[src/rtl/rf_pwr_pkg.sv]
// Shared definitions for the multi-channel RF power monitor / auto-attenuation block:
// config register map, reset defaults, FSM states and the shared config record.
package rf_pwr_pkg;

    localparam logic [3:0] ADDR_THR_START = 4'd0;
    localparam logic [3:0] ADDR_THR_HI    = 4'd1;
    localparam logic [3:0] ADDR_THR_LO    = 4'd2;
    localparam logic [3:0] ADDR_HIT       = 4'd3;
    localparam logic [3:0] ADDR_START_N   = 4'd4;
    localparam logic [3:0] ADDR_ON_OFF    = 4'd5;
    localparam logic [3:0] ADDR_TRACK_LEN = 4'd6;
    localparam logic [3:0] ADDR_FORCE     = 4'd7;

    localparam logic [15:0] DEF_THR_START = 16'h0190;
    localparam logic [15:0] DEF_THR_HI    = 16'h0230;
    localparam logic [15:0] DEF_THR_LO    = 16'h01D0;
    localparam logic [3:0]  DEF_HIT_HI    = 4'd3;
    localparam logic [3:0]  DEF_HIT_LO    = 4'd10;
    localparam logic [15:0] DEF_START_N   = 16'd3;
    localparam logic [15:0] DEF_ON_N      = 16'd416;
    localparam logic [15:0] DEF_OFF_N     = 16'd416;
    localparam logic [15:0] DEF_TRACK_LEN = 16'd594;

    typedef enum logic {ST_SEEK, ST_TRACK} state_t;

    typedef struct packed {
        logic [15:0] thr_start;
        logic [15:0] thr_hi;
        logic [15:0] thr_lo;
        logic [3:0]  hit_hi;
        logic [3:0]  hit_lo;
        logic [15:0] start_n;
        logic [15:0] on_n;
        logic [15:0] off_n;
        logic [15:0] track_len;
    } cfg_t;

    localparam cfg_t CFG_DEFAULT = '{
        thr_start: DEF_THR_START, thr_hi: DEF_THR_HI, thr_lo: DEF_THR_LO,
        hit_hi: DEF_HIT_HI, hit_lo: DEF_HIT_LO, start_n: DEF_START_N,
        on_n: DEF_ON_N, off_n: DEF_OFF_N, track_len: DEF_TRACK_LEN
    };

    // A zero track length would never close a period, so it behaves as one window.
    function automatic logic [31:0] eff_track_len(input logic [15:0] len);
        return (len == '0) ? 32'd1 : {16'd0, len};
    endfunction

endpackage

[src/rtl/rf_pwr_att_ctrl_if.sv]
// Sample strobes and config-write bus feeding rf_pwr_att_ctrl.
interface rf_pwr_att_ctrl_if #(
    parameter int NUM_CH = 2,
    parameter int SAMP_W = 16
);
    logic [NUM_CH-1:0]        samp_vld;
    logic [NUM_CH*SAMP_W-1:0] samp_data;
    logic                     cfg_wr;
    logic [3:0]               cfg_addr;
    logic [31:0]              cfg_wdata;

    modport master (output samp_vld, samp_data, cfg_wr, cfg_addr, cfg_wdata);
    modport slave  (input  samp_vld, samp_data, cfg_wr, cfg_addr, cfg_wdata);
endinterface

[src/rtl/rf_pwr_chan.sv]
// One receive channel: sample window, hit counters, seek/track FSM and attenuation state.
// With RF_PWR_PEAK_EN defined, also reports the peak sample of the last TRACK period.
module rf_pwr_chan
    import rf_pwr_pkg::*;
#(
    parameter int SAMP_W    = 16,
    parameter int WIN_LEN   = 12,
    parameter int SEEK_WINS = 5,
    parameter int CNT_W     = 16
) (
    input  logic              sys_clk,
    input  logic              rst,
    input  cfg_t              cfg,
    input  logic              samp_vld,
    input  logic [SAMP_W-1:0] samp_data,
    output logic              att,
    output logic              trk,
    output logic [CNT_W-1:0]  win_cnt
`ifdef RF_PWR_PEAK_EN
    ,
    output logic [SAMP_W-1:0] peak
`endif
);

    state_t           state_q, state_d;
    logic [CNT_W-1:0] samp_cnt_q, samp_cnt_d;
    logic [CNT_W-1:0] st_hits_q, st_hits_d, hi_hits_q, hi_hits_d, lo_hits_q, lo_hits_d;
    logic [CNT_W-1:0] wins_q, wins_d, hot_q, hot_d, cold_q, cold_d, idle_q, idle_d;
    logic             att_q, att_d;

    logic             is_start, is_hi, is_lo, close, win_hot, win_cold, period_end;
    logic [31:0]      st_tot, hi_tot, lo_tot, len_eff;
    logic [CNT_W-1:0] hot_inc, cold_inc;

    // A sample meeting both the hi and lo thresholds counts as hi only.
    assign is_start = 32'(samp_data) >= 32'(cfg.thr_start);
    assign is_hi    = 32'(samp_data) >= 32'(cfg.thr_hi);
    assign is_lo    = !is_hi && (32'(samp_data) <= 32'(cfg.thr_lo));
    assign close    = samp_vld && (32'(samp_cnt_q) == 32'(WIN_LEN - 1));

    // Window totals include the closing sample itself.
    assign st_tot   = 32'(st_hits_q) + 32'(is_start);
    assign hi_tot   = 32'(hi_hits_q) + 32'(is_hi);
    assign lo_tot   = 32'(lo_hits_q) + 32'(is_lo);
    assign win_hot  = (state_q == ST_SEEK) ? (st_tot >= 32'(cfg.hit_hi)) : (hi_tot >= 32'(cfg.hit_hi));
    assign win_cold = (state_q == ST_TRACK) && !win_hot && (lo_tot >= 32'(cfg.hit_lo));
    assign hot_inc  = (win_hot && hot_q != '1) ? hot_q + CNT_W'(1) : hot_q;
    assign cold_inc = (win_cold && cold_q != '1) ? cold_q + CNT_W'(1) : cold_q;
    assign len_eff  = eff_track_len(cfg.track_len);
    assign period_end = (state_q == ST_SEEK) ? (32'(wins_q) + 32'd1 >= 32'(SEEK_WINS))
                                             : (32'(wins_q) + 32'd1 >= len_eff);

`ifdef RF_PWR_PEAK_EN
    logic [SAMP_W-1:0] peak_run_q, peak_run_d, peak_q, peak_d, samp_max;
    assign samp_max = (samp_data > peak_run_q) ? samp_data : peak_run_q;
`endif

    always_comb begin
        // NOTE: every next-state value is defaulted to its current value first, so no path can infer a latch.
        state_d    = state_q;
        samp_cnt_d = samp_cnt_q;
        st_hits_d  = st_hits_q;
        hi_hits_d  = hi_hits_q;
        lo_hits_d  = lo_hits_q;
        wins_d     = wins_q;
        hot_d      = hot_q;
        cold_d     = cold_q;
        idle_d     = idle_q;
        att_d      = att_q;
`ifdef RF_PWR_PEAK_EN
        peak_run_d = peak_run_q;
        peak_d     = peak_q;
        if (samp_vld && state_q == ST_TRACK) begin
            if (close && period_end) begin
                peak_d     = samp_max;
                peak_run_d = '0;
            end else begin
                peak_run_d = samp_max;
            end
        end
`endif
        if (close) begin
            samp_cnt_d = '0;
            st_hits_d  = '0;
            hi_hits_d  = '0;
            lo_hits_d  = '0;
            if (!period_end) begin
                wins_d = wins_q + CNT_W'(1);
                hot_d  = hot_inc;
                cold_d = cold_inc;
            end else begin
                wins_d = '0;
                hot_d  = '0;
                cold_d = '0;
                if (state_q == ST_SEEK) begin
                    if (32'(hot_inc) >= 32'(cfg.start_n)) begin
                        state_d = ST_TRACK;
                        idle_d  = '0;
                    end else if (32'(idle_q) + 32'd1 >= len_eff) begin
                        att_d  = 1'b0;
                        idle_d = '0;
                    end else begin
                        idle_d = idle_q + CNT_W'(1);
                    end
                end else begin
                    state_d = ST_SEEK;
                    if (att_q && 32'(cold_inc) >= 32'(cfg.off_n))
                        att_d = 1'b0;
                    else if (!att_q && 32'(hot_inc) >= 32'(cfg.on_n))
                        att_d = 1'b1;
                end
            end
        end else if (samp_vld) begin
            samp_cnt_d = samp_cnt_q + CNT_W'(1);
            st_hits_d  = st_hits_q + CNT_W'(is_start);
            hi_hits_d  = hi_hits_q + CNT_W'(is_hi);
            lo_hits_d  = lo_hits_q + CNT_W'(is_lo);
        end
    end

    // NOTE: non-blocking assignments so every register samples the pre-edge values of the others.
    always_ff @(posedge sys_clk or posedge rst) begin
        if (rst) begin
            state_q    <= ST_SEEK;
            samp_cnt_q <= '0;
            st_hits_q  <= '0;
            hi_hits_q  <= '0;
            lo_hits_q  <= '0;
            wins_q     <= '0;
            hot_q      <= '0;
            cold_q     <= '0;
            idle_q     <= '0;
            att_q      <= 1'b0;
`ifdef RF_PWR_PEAK_EN
            peak_run_q <= '0;
            peak_q     <= '0;
`endif
        end else begin
            state_q    <= state_d;
            samp_cnt_q <= samp_cnt_d;
            st_hits_q  <= st_hits_d;
            hi_hits_q  <= hi_hits_d;
            lo_hits_q  <= lo_hits_d;
            wins_q     <= wins_d;
            hot_q      <= hot_d;
            cold_q     <= cold_d;
            idle_q     <= idle_d;
            att_q      <= att_d;
`ifdef RF_PWR_PEAK_EN
            peak_run_q <= peak_run_d;
            peak_q     <= peak_d;
`endif
        end
    end

    assign att     = att_q;
    assign trk     = (state_q == ST_TRACK);
    assign win_cnt = hot_q;
`ifdef RF_PWR_PEAK_EN
    assign peak    = peak_q;
`endif

endmodule

[src/rtl/rf_pwr_att_ctrl.sv]
// Multi-channel RF power monitor with per-channel hysteretic auto-attenuation.
// Optional peak_pwr output when RF_PWR_PEAK_EN is defined.
module rf_pwr_att_ctrl
    import rf_pwr_pkg::*;
#(
    parameter int NUM_CH    = 2,
    parameter int SAMP_W    = 16,
    parameter int WIN_LEN   = 12,
    parameter int SEEK_WINS = 5,
    parameter int CNT_W     = 16
) (
    input  logic                     sys_clk,
    input  logic                     rst,
    rf_pwr_att_ctrl_if.slave         bus,
    output logic [NUM_CH-1:0]        att_en,
    output logic [NUM_CH-1:0]        trk_act,
    output logic [NUM_CH*CNT_W-1:0]  win_cnt
`ifdef RF_PWR_PEAK_EN
    ,
    output logic [NUM_CH*SAMP_W-1:0] peak_pwr
`endif
);

    cfg_t              cfg_q;
    logic              force_sel_q;
    logic [NUM_CH-1:0] force_val_q;
    logic [NUM_CH-1:0] att_int;

    always_ff @(posedge sys_clk or posedge rst) begin
        if (rst) begin
            cfg_q       <= CFG_DEFAULT;
            force_sel_q <= 1'b0;
            force_val_q <= '0;
        end else if (bus.cfg_wr) begin
            case (bus.cfg_addr)
                ADDR_THR_START: cfg_q.thr_start <= bus.cfg_wdata[15:0];
                ADDR_THR_HI:    cfg_q.thr_hi    <= bus.cfg_wdata[15:0];
                ADDR_THR_LO:    cfg_q.thr_lo    <= bus.cfg_wdata[15:0];
                ADDR_HIT: begin
                    cfg_q.hit_hi <= bus.cfg_wdata[19:16];
                    cfg_q.hit_lo <= bus.cfg_wdata[3:0];
                end
                ADDR_START_N:   cfg_q.start_n   <= bus.cfg_wdata[15:0];
                ADDR_ON_OFF: begin
                    cfg_q.on_n  <= bus.cfg_wdata[31:16];
                    cfg_q.off_n <= bus.cfg_wdata[15:0];
                end
                ADDR_TRACK_LEN: cfg_q.track_len <= bus.cfg_wdata[15:0];
                ADDR_FORCE: begin
                    force_sel_q <= bus.cfg_wdata[16];
                    force_val_q <= bus.cfg_wdata[NUM_CH-1:0];
                end
                default: ;
            endcase
        end
    end

    for (genvar k = 0; k < NUM_CH; k++) begin : g_chan
        rf_pwr_chan #(
            .SAMP_W(SAMP_W), .WIN_LEN(WIN_LEN), .SEEK_WINS(SEEK_WINS), .CNT_W(CNT_W)
        ) u_chan (
            .sys_clk   (sys_clk),
            .rst       (rst),
            .cfg       (cfg_q),
            .samp_vld  (bus.samp_vld[k]),
            .samp_data (bus.samp_data[k*SAMP_W +: SAMP_W]),
            .att       (att_int[k]),
            .trk       (trk_act[k]),
            .win_cnt   (win_cnt[k*CNT_W +: CNT_W])
`ifdef RF_PWR_PEAK_EN
            ,
            .peak      (peak_pwr[k*SAMP_W +: SAMP_W])
`endif
        );
    end

    // Override only the pins; the channel FSMs keep evolving their own attenuation state.
    assign att_en = force_sel_q ? force_val_q : att_int;

endmodule

[src/flat_wrapper.sv]
// flat-port wrapper written by rule: the top's interface ports become plain ports
module rf_pwr_att_ctrl_flat import rf_pwr_pkg::*;
#(
    parameter int NUM_CH    = 2,
    parameter int SAMP_W    = 16,
    parameter int WIN_LEN   = 12,
    parameter int SEEK_WINS = 5,
    parameter int CNT_W     = 16
)
  (sys_clk, rst, att_en, trk_act, win_cnt, bus_samp_vld, bus_samp_data, bus_cfg_wr, bus_cfg_addr, bus_cfg_wdata);
  rf_pwr_att_ctrl_if #(.NUM_CH(NUM_CH), .SAMP_W(SAMP_W)) bus_i ();
  input  logic sys_clk;
  input  logic rst;
  output logic [NUM_CH-1:0] att_en;
  output logic [NUM_CH-1:0] trk_act;
  output logic [NUM_CH*CNT_W-1:0] win_cnt;
  input wire logic [$bits(bus_i.samp_vld)-1:0] bus_samp_vld;
  input wire logic [$bits(bus_i.samp_data)-1:0] bus_samp_data;
  input wire logic [$bits(bus_i.cfg_wr)-1:0] bus_cfg_wr;
  input wire logic [$bits(bus_i.cfg_addr)-1:0] bus_cfg_addr;
  input wire logic [$bits(bus_i.cfg_wdata)-1:0] bus_cfg_wdata;
  assign bus_i.samp_vld = bus_samp_vld;
  assign bus_i.samp_data = bus_samp_data;
  assign bus_i.cfg_wr = bus_cfg_wr;
  assign bus_i.cfg_addr = bus_cfg_addr;
  assign bus_i.cfg_wdata = bus_cfg_wdata;
  rf_pwr_att_ctrl #(.NUM_CH(NUM_CH), .SAMP_W(SAMP_W), .WIN_LEN(WIN_LEN), .SEEK_WINS(SEEK_WINS), .CNT_W(CNT_W)) u_core (.sys_clk(sys_clk), .rst(rst), .bus(bus_i), .att_en(att_en), .trk_act(trk_act), .win_cnt(win_cnt));
endmodule
[config.mk]
export PLATFORM = sky130hd
export DESIGN_NAME = rf_pwr_att_ctrl_flat
export DESIGN_NICKNAME = d
export VERILOG_FILES = /design/src/rtl/rf_pwr_pkg.sv /design/src/rtl/rf_pwr_att_ctrl_if.sv /design/src/rtl/rf_pwr_chan.sv /design/src/rtl/rf_pwr_att_ctrl.sv /design/src/flat_wrapper.sv
export SDC_FILE = /design/constraint.sdc
export NUM_CORES = 1
export LEC_CHECK = 0
export BUFFER_PORTS_ARGS = -buffer_cell sky130_fd_sc_hd__buf_2
export CORE_AREA = 8 8 216 218
export CTS_BUF_LIST = sky130_fd_sc_hd__clkbuf_4 sky130_fd_sc_hd__clkbuf_8
export DETAILED_ROUTE_END_ITERATION = 6
export DIE_AREA = 0 0 224 226
export HOLD_SLACK_MARGIN = 0.06
export PLACE_DENSITY = 0.79
export SYNTH_ARGS = -nofsm -noshare
export SYNTH_HDL_FRONTEND = slang
export SYNTH_SLANG_ARGS = --single-unit
[constraint.sdc]
create_clock -name sys_clk -period 22.5 [get_ports sys_clk]
set_input_delay 4.5 -clock sys_clk [delete_from_list [all_inputs] [get_ports sys_clk]]
set_output_delay 4.5 -clock sys_clk [all_outputs]
set_load 0.05 [all_outputs]
; Yosys cells after proc, flatten, opt, wreduce, memory -nomap -nowiden
; Cells that the tools add are included.
[classes]
add_sub_neg = 26
n_mul = 0
div_mod_pow = 0
magnitude_cmp = 24
eq_ne = 17
shifts = 0
mux = 50
bitwise_logic = 2
n_reduce_logical = 42
[op_table]
columns = cell, count
row1 = $mux 16, 31
row2 = $add 16x1->16 const B, 10
row3 = $ge 16x16->1, 10
row4 = $add 16x1->17, 6
row5 = $ge 17x4->1, 6
row6 = $add 16x1->16, 6
row7 = $add 16x1->17 const B, 4
row8 = $ge 17x32->1, 2
row9 = $ge 32x3->1 const B, 2
row10 = $ne 16x16->1 const B, 4
row11 = $ge 17x16->1, 2
row12 = $eq 16x4->1 const B, 2
row13 = $le 16x16->1, 2
row14 = $reduce_and 2->1, 10
row15 = $mux 1, 18
row16 = $eq 4x3->1 const B, 4
row17 = $logic_and 1x1->1, 16
row18 = $logic_not 16->1, 1
row19 = $reduce_and 5->1, 2
row20 = $eq 4x2->1 const B, 2
row21 = $reduce_bool 2->1, 4
row22 = $logic_not 1->1, 6
row23 = $ne 3x1->1 const B, 2
row24 = $reduce_and 3->1, 2
row25 = 5 further kinds, 7
[totals]
reg_bits = 383
latch_bits = 0
ram_bits = 0
mem_bits_ro = 0
output_inout_bits = 36
mem_count = 0

; Logic depth before layout (Yosys ltp)
[logic_depth]
word_depth = 13
depth_mapped = 36
depth_no_buf = 33

; By module
; A second synthesis with hierarchy kept.
[unflattened]
cells_unflattened = 3192
hier_area_um2 = 28366.0
[modules_own_cells]
columns = module, n_inst, cells_per_inst, area_per_inst_um2, seq_area_each_um2
row1 = rf_pwr_chan at u_core.g_chan[0].u_chan, 1, 1473, 11908.9, 3253.1
row2 = rf_pwr_chan at u_core.g_chan[1].u_chan, 1, 1446, 11721.2, 3253.1
row3 = rf_pwr_att_ctrl, 1, 273, 4735.8, 3110.5

; Least setup slack after synthesis
; Ideal clock, no wire load.
[synth_path]
path_type = input -> register
start = input port bus_samp_data[16]
end = register u_core.g_chan[1].u_chan.idle_q[12]
setup_time_ns = 0.096
arrival_time_ns = 10.720
t_required_ns = 22.404
setup_slack_ns = 11.684
path_stages = 33
path_buffers = 3
cell_sequence = inv_1 ha_1 nand2b_1 a21o_1 a21o_1 a21o_1 a21oi_1 o21ai_0 a221oi_1 o21ai_0 ha_1 ha_1 and3_1 buf_6 a311oi_2 a41oi_1 or4_1 or4b_4 and3_2 buf_2 nand2_1 nor2_1 xor2_1 ha_1 a2111oi_0 o21ai_0 o21ai_0 nand2_1 o221ai_1 o211ai_1 or2_2 clkbuf_1 o31ai_1
[synth_between]
elab_chain_cells = 8
[synth_rtl]
columns = element, line_no
row1 = "start, declared", flat_wrapper.sv:18  ; input wire logic [$bits(bus_i.samp_data)-1:0] bus_samp_data;
row2 = "$ge 16x16->1, on equally long branches", "rf_pwr_chan.sv:36, rf_pwr_chan.sv:37"
row3 = "$add 16x1->17, on equally long branches", "rf_pwr_chan.sv:42, rf_pwr_chan.sv:43"
row4 = $ge 17x4->1, rf_pwr_chan.sv:45  ; assign win_hot = (state_q == ST_SEEK) ? (st_tot >= 32'(cfg.hit_hi)) : (hi_tot >= 32'(cfg.hit_hi));
row5 = $mux 1 *, rf_pwr_chan.sv:45
row6 = $logic_and 1x1->1 *, rf_pwr_chan.sv:47  ; assign hot_inc = (win_hot && hot_q != '1) ? hot_q + CNT_W'(1) : hot_q;
row7 = $mux 16 *, rf_pwr_chan.sv:47
row8 = $ge 16x16->1 *, rf_pwr_chan.sv:96  ; if (32'(hot_inc) >= 32'(cfg.start_n)) begin
row9 = $mux 16 *, rf_pwr_chan.sv:96
row10 = "end signal, assigned", rf_pwr_chan.sv:147  ; idle_q <= idle_d;
row11 = "end, declared", rf_pwr_chan.sv:28  ; logic [CNT_W-1:0] wins_q, wins_d, hot_q, hot_d, cold_q, cold_d, idle_q, idle_d;
; Mark *: on every way between the ends. The rest lies on a longest branch, timed or not.
; A chain may end at the register's enable or synchronous reset.

; Worst setup path after layout
[layout_path]
start = input port bus_samp_data[0]
end = register u_core.g_chan[0].u_chan.idle_q[15]
[layout_between]
elab_chain_cells = 8
[layout_rtl]
columns = element, line_no
row1 = "$ge 16x16->1, on equally long branches", "rf_pwr_chan.sv:36, rf_pwr_chan.sv:37"
row2 = "$add 16x1->17, on equally long branches", "rf_pwr_chan.sv:42, rf_pwr_chan.sv:43"
row3 = $ge 17x4->1, rf_pwr_chan.sv:45
row4 = $mux 1 *, rf_pwr_chan.sv:45
row5 = $logic_and 1x1->1 *, rf_pwr_chan.sv:47
row6 = $mux 16 *, rf_pwr_chan.sv:47
row7 = $ge 16x16->1 *, rf_pwr_chan.sv:96
row8 = $mux 16 *, rf_pwr_chan.sv:96
row9 = "end signal, assigned", rf_pwr_chan.sv:147
row10 = "end, declared", rf_pwr_chan.sv:28
; Marked as above.

==> impl_metrics.ini <==
[worst_hold_path]
hold_depth = 1
hold_path_class = flip-flop to flip-flop
hold_path.startpoint = u_core.g_chan[0].u_chan.samp_cnt_q[15]$_DFFE_PP0P_
worstHoldEndpoint = u_core.g_chan[0].u_chan.samp_cnt_q[15]$_DFFE_PP0P_

[power]
power_density_nw_per_um2 = 77.0
ir_worst_vdd_mv = 0.0706
p_leak_uw = 0.0138
switching_share_pct = 35.3
p_switching_uw = 806
clock_power_share_pct = 32.9
pwr-share-seq_pct = 38.0
finalPower_uw = 2290
combPwrFrac_pct = 29.2
p_int_uw = 1480

[synth]
synth_edf_count = 0
syn_area_per_cell_sq_um = 8.84
synth_area_sq_um = 27400
yosysTopAreaCellShare_pct = 32.6
yosys.cell_types.count = 83
synthCells = 3096
async_reset_ff_share_pct = 100
synth_flop_cell = dfrtp_1
yosysWarnings = 0
synthesis.nets = 3473
ys_seq_area_share_pct = 35.1
synth_top_area_cell = dfrtp_1
synth_common_cells = 400 x nand2_1, 357 x dfrtp_1, 339 x o21ai_0, 304 x ha_1, 152 x inv_1
ys_top_cells_by_area = dfrtp_1 33%, ha_1 14%, o21ai_0 6.2%
synth.most_common_cell = nand2_1
ys_seq_elements = 383

[floorplanning]
io_pins = 109
rows = 77
initial_utilization_pct = 63.0
die_h_microns = 226
die_area_sq_um = 50600
coreArea_sq_um = 43500
die_width_microns = 224

[critical_path]
rr_worst_depth = 29
timing.rr.end = u_core.g_chan[1].u_chan.idle_q[5]$_DFFE_PP0P_
reg2reg_from = u_core.cfg_q[88]$_DFFE_PP0P_
r2r_setup_slack_ns = 14.50
cp_top_family = simple AND/OR/NAND/NOR gates
critPathMaxStageDelay_ns = 0.72
crit_fanout = 24
start_kind = primary input
critical_path_class = primary input to flip-flop
critical_path_arrival_ns = 12.18
critPathCaptureType = flip-flop
critPathRequiredTime_ns = 23.05
cpMostUsedCell = ha_1
cpMaxStageDelayCell = nor2_1
crit_buf_inv = 3

[drt]
vias = 23900
wire_per_inst_microns = 19.8
dr.pass1.iters = 7
via_per_inst = 6.33
drt_iter0_drc = 2472
ant_nets = 0
drc_errors = 0
wl_microns = 74700

[clock_network]
cts_tree = yes
post_cts_buffers = 0
cts_inserted_buffers = 72
cts.sinks = 383
cts_htree_levels = 3
clock_path_buffers = 3
cts_resized = 0
insertion_delay_ns = 0.66
cts_hold_buf = 0
cts-root-buf = clkbuf_8
path_clk_slew_ns = 0.05

[sta]
setup_violations = 0
skew_ns = 0.0473
rsz0062_at_grt = false
final.setup.tns_ns = 0
slew_headroom_pct = 30.7
fmax_mhz = 86.0
finalCritPeriodShare_pct = 51.7
maxSlewViolCount = 0
hold_violations = 0
finalCriticalPeriod_ns = 11.63
worst_pin_slew_ns = 1.04

[placement]
gp_congestion = 0.928
port_buffers = 108
dp_hpwl_microns = 54500

[grt]
grt_max_degree = 101
grt_pass1_vias = 22900
antenna_found_initial = 4
grt-ovfl-total = 0
grt_usage_pct = 29.1
grt_pass1_wl_microns = 120000

[final_layout]
layout.nets = 3505
drive_gt1_share_pct = 12.5
area_growth_pct = 8.50

[run_status]
run_status = finished clean

[flow_run]
drv_cap = 0
==> sequential cells by signal, indices dropped and copies added, names as in the netlist, 32 cells and up <==
name                             cells
u_core.cfg_q                       120
u_core.g_chan.u_chan.cold_q         32
u_core.g_chan.u_chan.hi_hits_q      32
u_core.g_chan.u_chan.idle_q         32
u_core.g_chan.u_chan.lo_hits_q      32
u_core.g_chan.u_chan.samp_cnt_q     32
u_core.g_chan.u_chan.st_hits_q      32
u_core.g_chan.u_chan.win_cnt        32
u_core.g_chan.u_chan.wins_q         32
==> power groups by stage <==
stage	registers, uW	clock network [uW]	logic [uW]
after detailed placement	876	0	655
final	868	752	667
after floorplan	847	0	494
after global routing	880	795	752
after CTS	865	763	660
after global placement	871	0	622
==> per-layer routing <==
layer / global-route usage [%] / vias to the layer above / part of all wire (%)
met1: 39.1 / 11600 / 44
met3: 5.17 / 145 / 6.6
met2: 47.0 / 814 / 47
met4: 10.0 / 0 / 2.8
met5: 0 / - / 0
li1: - / 11300 / -
==> stage by stage <==
stage               hold WS (ns)  cell area (sq um)  utilization (%)  cells  setup slack (ns)
global placement           0.453              28100             64.6   3646             10.62
floorplan                  0.437              27400                -   3096              7.40
global route               0.497              29700             68.3   3777             10.19
CTS                        0.470              29700             68.3   3774             10.98
detailed placement         0.461              28100             64.6   3646             10.30
finish                     0.474              29700             68.3   3777             10.87
==> layout by cell type (no fill, tap or decap), types with 18 or more instances in the layout <==
cell and count:
nand2_1 400, dfrtp_1 357, o21ai_0 339, ha_1 304, inv_1 151, nand3_1 140, xnor2_1 121, nor2_1 117
buf_2 108, clkbuf_8 101, a21oi_1 98, o31ai_1 83, and3_1 76, nand4_1 76, mux2_2 76, a21o_1 60
xor2_1 54, nor3_1 39, a31oi_1 37, nand2b_1 35, o2bb2ai_1 27, dfstp_2 26, and2_1 24, buf_4 21
nor4_1 18
==> layout make-up <==
| cell class | count | area [sq um] |
|---|---|---|
| Tap cell | 592 | 741 |
| Clock inverter | 11 | 88.8 |
| Timing Repair Buffer | 129 | 698 |
| Multi-Input combinational cell | 2388 | 16400 |
| Sequential cell | 383 | 9620 |
| Fill cell | 3454 | 13800 |
| Clock buffer | 117 | 1510 |
| Antenna cell | 3 | 7.51 |
| Inverter | 154 | 586 |
==> logic make-up (layout without fill, tap and decap cells) <==
| kind of cell | after synthesis | count (layout) | synth area share, % |
|---|---|---|---|
| other | 0 | 3 | 0 |
| DFF | 383 | 383 | 35.1 |
| buffers and inverters | 325 | 411 | 4.91 |
| AOI/OAI and AO/OA | 780 | 780 | 17.9 |
| xor gates and xnor gates | 175 | 175 | 5.60 |
| adders and majority gates | 304 | 304 | 13.9 |
| muxes | 93 | 93 | 3.77 |
| and+or+nand+nor | 1036 | 1036 | 18.8 |
==> worst reg2reg max path: cells and delay by family, from the launching register on <==
kind	cells	cell delay, ns
compound gates	15	3.36
xor+xnor	1	0.21
fa+ha+maj	4	1.09
flops	1	0.41
simple gates	9	2.84
==> worst max-delay path by stage <==
stage                            startpoint                                             end  slack, ns  cells after the start
after CTS                 bus_samp_data[16]   u_core.g_chan[1].u_chan.idle_q[5]$_DFFE_PP0P_      10.98                     31
final                      bus_samp_data[0]  u_core.g_chan[0].u_chan.idle_q[15]$_DFFE_PP0P_      10.87                     33
after global placement    bus_samp_data[16]   u_core.g_chan[1].u_chan.idle_q[5]$_DFFE_PP0P_      10.62                     32
after floorplan                         rst                     u_core.cfg_q[0]$_DFFE_PP0P_       7.40                      1
after global routing      bus_samp_data[16]   u_core.g_chan[1].u_chan.idle_q[5]$_DFFE_PP0P_      10.19                     32
after detailed placement  bus_samp_data[16]   u_core.g_chan[1].u_chan.idle_q[5]$_DFFE_PP0P_      10.30                     31
Power figures use the tool's default switching activity.
